**src/rtl/fetch_pkg.sv**
```systemverilog
// Shared constants, default widths and FSM state type for the instruction fetch unit.
package fetch_pkg;

  localparam int unsigned PC_WIDTH_DEF   = 8;
  localparam int unsigned IMEM_DEPTH_DEF = 14;
  localparam int unsigned BUF_DEPTH_DEF  = 2;

  localparam logic [5:0] OP_J   = 6'b000010;
  localparam logic [5:0] OP_JAL = 6'b000011;

  typedef enum logic {
    RUN  = 1'b0,
    DONE = 1'b1
  } fetch_state_t;

  function automatic logic is_jump(input logic [5:0] opcode);
    return (opcode == OP_J) || (opcode == OP_JAL);
  endfunction

endpackage

```
**src/rtl/fetch_fifo.sv**
```systemverilog
// Synchronous FIFO with flush; a head popped in the flush cycle counts as consumed by the reader.
module fetch_fifo #(
  parameter  int unsigned DATA_W = 40,
  parameter  int unsigned DEPTH  = 2,
  localparam int unsigned CNT_W  = $clog2(DEPTH + 1),
  localparam int unsigned PTR_W  = (DEPTH > 1) ? $clog2(DEPTH) : 1
) (
  input  logic              clk,
  input  logic              reset,
  input  logic              push,
  input  logic [DATA_W-1:0] push_data,
  input  logic              pop,
  input  logic              flush,
  output logic              head_valid,
  output logic [DATA_W-1:0] head_data,
  output logic [CNT_W-1:0]  count
);

  logic [DATA_W-1:0] mem [DEPTH];
  logic [PTR_W-1:0]  rd_ptr;
  logic [PTR_W-1:0]  wr_ptr;
  logic              do_pop;

  function automatic logic [PTR_W-1:0] ptr_inc(input logic [PTR_W-1:0] ptr);
    return (ptr == PTR_W'(DEPTH - 1)) ? '0 : ptr + 1'b1;
  endfunction

  assign head_valid = (count != '0);
  assign head_data  = mem[rd_ptr];
  assign do_pop     = pop && head_valid;

  always_ff @(posedge clk) begin
    if (reset) begin
      for (int unsigned i = 0; i < DEPTH; i++) mem[i] <= '0;
      rd_ptr <= '0;
      wr_ptr <= '0;
      count  <= '0;
    end else if (flush) begin
      // Popped head already left with the reader; everything else is dropped, so empty either way.
      rd_ptr <= '0;
      wr_ptr <= '0;
      count  <= '0;
    end else begin
      if (push) begin
        mem[wr_ptr] <= push_data;
        wr_ptr      <= ptr_inc(wr_ptr);
      end
      if (do_pop) rd_ptr <= ptr_inc(rd_ptr);
      case ({push, do_pop})
        2'b10:   count <= count + 1'b1;
        2'b01:   count <= count - 1'b1;
        default: count <= count;
      endcase
    end
  end

endmodule

```
**src/rtl/instr_fetch.sv**
```systemverilog
// Instruction fetch: PC, RUN/DONE FSM, next-PC mux and fetch FIFO toward decode.
// Optional j/jal predecode enabled by defining FETCH_PREDECODE_EN.
module instr_fetch
  import fetch_pkg::*;
#(
  parameter int unsigned PC_WIDTH   = PC_WIDTH_DEF,
  parameter int unsigned IMEM_DEPTH = IMEM_DEPTH_DEF,
  parameter int unsigned BUF_DEPTH  = BUF_DEPTH_DEF
) (
  input  logic                clk,
  input  logic                reset,
  output logic [PC_WIDTH-1:0] prog_counter,
  input  logic [31:0]         instruction,
  input  logic                redirect_valid,
  input  logic [PC_WIDTH-1:0] redirect_target,
  output logic                inst_valid,
  input  logic                inst_ready,
  output logic [31:0]         inst_data,
  output logic [PC_WIDTH-1:0] inst_pc,
  output logic                fetch_done
);

  localparam int unsigned CNT_W  = $clog2(BUF_DEPTH + 1);
  localparam int unsigned DATA_W = 32 + PC_WIDTH;

  fetch_state_t        state;
  logic [PC_WIDTH-1:0] pc;
  logic [PC_WIDTH-1:0] next_pc;
  logic                done_q;
  logic [CNT_W-1:0]    count;
  logic                in_range;
  logic                has_room;
  logic                enq;
  logic [DATA_W-1:0]   head_data;

  assign prog_counter = pc;
  assign fetch_done   = done_q;
  assign in_range     = {1'b0, pc} < (PC_WIDTH + 1)'(IMEM_DEPTH);
  assign has_room     = count < CNT_W'(BUF_DEPTH);
  assign enq          = (state == RUN) && has_room && in_range && !redirect_valid;

  always_comb begin
`ifdef FETCH_PREDECODE_EN
    next_pc = is_jump(instruction[31:26]) ? instruction[PC_WIDTH-1:0] : pc + 1'b1;
`else
    next_pc = pc + 1'b1;
`endif
  end

  always_ff @(posedge clk) begin
    if (reset) begin
      pc     <= '0;
      state  <= RUN;
      done_q <= 1'b0;
    end else if (redirect_valid) begin
      pc     <= redirect_target;
      state  <= RUN;
      done_q <= 1'b0;
    end else if (state == RUN) begin
      if (!in_range) begin
        state  <= DONE;
        done_q <= 1'b1;
      end else if (has_room) begin
        pc <= next_pc;
      end
    end
  end

  fetch_fifo #(
    .DATA_W (DATA_W),
    .DEPTH  (BUF_DEPTH)
  ) u_fifo (
    .clk        (clk),
    .reset      (reset),
    .push       (enq),
    .push_data  ({instruction, pc}),
    .pop        (inst_ready),
    .flush      (redirect_valid),
    .head_valid (inst_valid),
    .head_data  (head_data),
    .count      (count)
  );

  assign inst_data = head_data[DATA_W-1:PC_WIDTH];
  assign inst_pc   = head_data[PC_WIDTH-1:0];

endmodule
```
**config.mk**
```make
export PLATFORM = sky130hd
export DESIGN_NAME = instr_fetch
export DESIGN_NICKNAME = d
export VERILOG_FILES = /design/src/rtl/fetch_pkg.sv /design/src/rtl/fetch_fifo.sv /design/src/rtl/instr_fetch.sv
export SDC_FILE = /design/constraint.sdc
export NUM_CORES = 1
export LEC_CHECK = 0
export ABC_AREA = 0
export BUFFER_PORTS_ARGS = -buffer_cell sky130_fd_sc_hd__buf_2
export CORE_ASPECT_RATIO = 2
export CORE_MARGIN = 3
export CORE_UTILIZATION = 49
export DETAILED_ROUTE_END_ITERATION = 16
export GPL_TIMING_DRIVEN = 0
export PLACE_DENSITY_LB_ADDON = 0.15
export SYNTH_ARGS = -nofsm -noshare
export SYNTH_HDL_FRONTEND = slang
export SYNTH_SLANG_ARGS = --single-unit
```
**constraint.sdc**
```tcl
create_clock -name clk -period 3.48 [get_ports clk]
set_input_delay 0.696 -clock clk [delete_from_list [all_inputs] [get_ports clk]]
set_output_delay 0.696 -clock clk [all_outputs]
set_load 0.02 [all_outputs]
```
Yosys cells after proc, flatten, opt, wreduce, memory -nomap -nowiden
Memories as Yosys holds them, arrays and structs flattened. A register that Yosys moved wholly into a read port is not among the register bits.
Cells that the tools add are included.

storage, ports and cells
  bits in writable memories = 80
  bits in registers = 14
  logic and storage cells = 52
  memories kept = 1
  output and inout port bits = 50

memories
  memory      depth  width  rd ports  clocked after Yosys merged registers in  write ports  RTL line          source
  u_fifo.mem  2      40     1         1                                        2            fetch_fifo.sv:19  logic [DATA_W-1:0] mem [DEPTH];

operators by class
  bitwise gates (word level) = 2
  $lt $le $gt $ge = 2
  muxes and demuxes = 20
  equal/unequal tests = 3
  add/sub/neg operators = 5
  reduce and logical (&&, ||, !) cells = 13

operators with widths
  kind                                                        number
  two-way mux 40 bit                                          1
  OR reduction 40 bit                                         1
  two-way mux 8 bit                                           4
  two-way mux 1 bit                                           14
  adder 8 x 1 -> 8 bit, second input constant                 1
  less-than comparator 8 x 4 -> 1 bit, second input constant  1
  nonzero test 2 bit                                          4
  logical AND 1 bit                                           4
  one-hot mux 2 bit (2 select lines)                          1
  AND reduction 3 bit                                         1
  adder 1 bit, second input constant                          2
  adder 2 x 1 -> 2 bit, second input constant                 1
  equality test 2 x 1 -> 1 bit, second input constant         1
  equality test 2 bit, second input constant                  1
  less-than comparator 2 bit, second input constant           1
  inequality test 2 bit, second input constant                1
  NOT 1 bit                                                   2
  AND reduction 2 bit                                         1
  OR reduction 2 bit                                          1
  subtractor 2 x 1 -> 2 bit, second input constant            1
  logical NOT 1 bit                                           1

Longest topological paths before layout
  word-level depth = 10
  depth in mapped cells = 7
  mapped depth without buffers = 6

Hierarchy
Synthesis repeated with hierarchy kept, for this count alone.

unflattened totals
  cells, all modules = 305
  area total of the unflattened synthesis = 4199.0 sq um

by module, submodules not included
  module       area each (sq um)  cells an instance  sequential area each (sq um)  times used
  fetch_fifo   3673.5             247                2502.4                        1
  instr_fetch  525.5              58                 200.2                         1

Worst setup path before layout
No wires, ideal clock.

  kind = register -> register
  start = register pc[3], in the netlist prog_counter[3]
  end = memory u_fifo.mem[0][0], enable pin
  cell stages (with the launch flop) = 5
  clock period less this slack = 3435 ps
  arrival time = 2989 ps
  data required time = 3034 ps
  slack = 45 ps
  library setup time = 446 ps
  cell sequence = dfxtp_1 -> a311oi_2 -> buf_4 -> nand3_1 -> o21bai_1

RTL lines
  element                 RTL line           source
  from (decl)             instr_fetch.sv:27  logic [PC_WIDTH-1:0] pc;
  from (signal assigned)  instr_fetch.sv:56  pc <= redirect_target;
  from (signal assigned)  instr_fetch.sv:64  pc <= next_pc;
  to (decl)               fetch_fifo.sv:19

==> run metrics <==
Slew Limit Fails=0; worst vdd ir=just over 400 uV; max cap viols=0; RSZ-0062 raised after global routing=false; global-route wire length before repair=14300 microns; drt total wl=approximately 8900 microns; # rows=46; Vert. Die Dim=136 microns; met3 Resource Use GR=0.0555; Layout area overhead=23.4%; leak pwr=2.18 nW; post-CTS setup buffers=0; largest net degree at the start of global routing=29; Net count, final=484; sequential cell area fraction in the yosys report=0.650; Die X=a little over 70 microns; startpoint types=flop; number of global-route vias before repair=3017; most frequent cell after synthesis=edfxtp_1; CTS buffer count=9; ANT cells=0; Initial Util=0.512; H-tree Lvls=3; drt first pass iters=4; wire length per cell=16.5 microns; final hold violation count=0; Ys Warns=0; Setup TNS=0 ns; all-layer global routing usage=0.194; CP max-delay cell=buf_1; worst flop-to-flop path endpoint=u_fifo.mem[0][2]; Tot Pwr=2.70 mW; most area-hungry cell type in the Yosys netlist=edfxtp_1; worst rel slew slack=0.581; FFs w/ async S/R, synth=0; CP Cell Sequence=buf_1, mux2_2, buf_2; total congestion overflow=0; Final period util=0.725; clock root buffer=clkbuf_16; Primary FF master, synth=edfxtp_1; Max Clk Rate=0.396 GHz; syn_area_per_cell=roughly 13 sq um; hold depth=1; RD Place Congestion=0.796; met1 usage=0.197; CORE AREA=8120 sq um; Post-synth EDFFs=80; worst-path fanout max=10; post-route ant nets=0; most frequent cells after synthesis=edfxtp_1, nor2_1, mux2_2; DR vias/cell=5.29; share of the synthesized area in the top cell type=0.578; PostCTS Resize Cnt=0; most used routing layer=met2; Worst Setup Path Type=reg2out; DR iter-0 viols=between 150 and 200; FF-to-FF setup slack=1.01 ns; r2r worst-path depth=5; Hold Crit Class=reg2reg; top-level I/O count=94; GR Layer Usage met2=0.360; via count=approximately 2900; Hold EP=fetch_done; clk buf depth=2; Tightest Pin Transition=0.628 ns; source of the worst hold timing path=fetch_done; post-DP HPWL=6320 microns; Mapped Area=4160 sq um; CP Data Required Time=between 2 and 3 ns; top post-synthesis cells by area=edfxtp_1, mux2_2, dfxtp_1; dpl cells=523; clock latency on the worst-skew pair=0.34 ns; Syn Inst Count=roughly 330; final std cells w/o fill=between 500 and 600; fin util=0.632; crit path capture type=primary output; CTS tree=yes; Tmin final=2.52 ns; antenna violations before repair=0; layout cell share with drive strength beyond 1=0.388; Setup violations, final=0; Buffers on Ports=91; DR DRC count=0; Worst-path clk slew=0.06 ns; outcome=completed; max incr delay on CP=about 0.5 ns; CTS Hold Buffers Added=0; Critical Path AT=1.83 ns; die area=9690 sq um; final setup skew=0.00861 ns; PD cells=525 nW/um^2; Synth Register Bits=95; reg2reg start=prog_counter[3]; Unique masters post-synth=46; # clock sinks=95
## cells by family after synthesis
| kind of cell | count (synthesis) | synth area share |
|---|---|---|
| DFF | 95 | 0.650 |
| muxes | 43 | 0.116 |
| AOI/OAI and AO/OA | 21 | 0.0436 |
| other | 1 | 0.000902 |
| xor gates and xnor gates | 3 | 0.00632 |
| adders and majority gates | 2 | 0.00602 |
| and+or+nand+nor | 138 | 0.146 |
| buffers and inverters | 24 | 0.0316 |
## worst max-delay path by stage
stage	to	start	slack, ns
2_1_floorplan	u_fifo.mem[0][0]	prog_counter[3]	0.05
3_3_place_gp	u_fifo.mem[0][32]	prog_counter[3]	-1.34
3_5_place_dp	u_fifo.mem[0][30]	prog_counter[3]	0.98
4_1_cts	inst_pc[2]	flop	0.90
5_1_grt	u_fifo.mem[0][2]	prog_counter[3]	0.82
6_report	inst_pc[2]	flop	0.96
## cell type report
cell class	count	area, sq um
Fill cell	684	2980
Sequential cell	95	2700
Multi-Input combinational cell	215	1370
Timing Repair Buffer	93	495
Clock buffer	13	270
Tap cell	96	120
Buffer	19	113
Clock inverter	3	40.0
Inverter	5	18.8
## sequential cells by signal, indices dropped and copies added (netlist names), named ones only
name and flops:
fetch_done 1, prog_counter 8, state 1, u_fifo.count 2, u_fifo.mem 80, u_fifo.rd_ptr 1, u_fifo.wr_ptr 1
## critical path: cells and delay by family, from the launching register on
kind	cells	cell delay (ns)
buf+inv	2	0.67
mux	1	0.42
flops	1	0.39
## per-layer routing
metal / routed length, microns / vias to the layer above
met5: 0 / -
met1: 3140 / 1363
met3: 505 / 19
met2: 5000 / 90
li1: - / 1380
met4: 227 / 0
## cells in the final DEF, fill, tap and decap left out, types with 2 or more instances in the layout
cell type / synthesis / final
clkbuf_16: 0 / 9
buf_6: 3 / 3
clkinv_2: 0 / 2
xnor2_1: 2 / 2
a221oi_2: 2 / 2
ha_1: 2 / 2
mux2i_1: 3 / 3
nor2_1: 79 / 79
nor3_1: 3 / 3
and3_1: 3 / 3
clkbuf_8: 0 / 3
edfxtp_1: 80 / 80
or2_2: 2 / 2
dfxtp_1: 15 / 15
clkbuf_1: 4 / 5
a311oi_1: 2 / 2
o21bai_4: 0 / 2
buf_2: 6 / 97
nand3_1: 4 / 4
nand2_1: 36 / 36
o21a_1: 2 / 2
inv_1: 5 / 5
buf_1: 3 / 3
conb_1: 1 / 8
buf_12: 0 / 2
mux2_2: 40 / 40
a31oi_1: 2 / 2
buf_4: 3 / 3
## stage by stage
step	worst slack, ns	hold slack (ns)	area, sq um
after CTS	0.905	0.480	5130
after detailed placement	0.975	0.455	4820
after floorplan	0.0453	0.520	4180
final	0.956	0.482	5130
after global placement	-1.34	0.458	4760
after global routing	0.824	0.496	5130
## power by group
part           leakage, nW  total [mW]  switching, mW  internal [mW]
clock network        0.156        1.00          0.389          0.613
logic                 1.07       0.350          0.215          0.136
registers            0.952        1.34         0.0318           1.31
No activity file was read; power rests on OpenSTA's default activity.
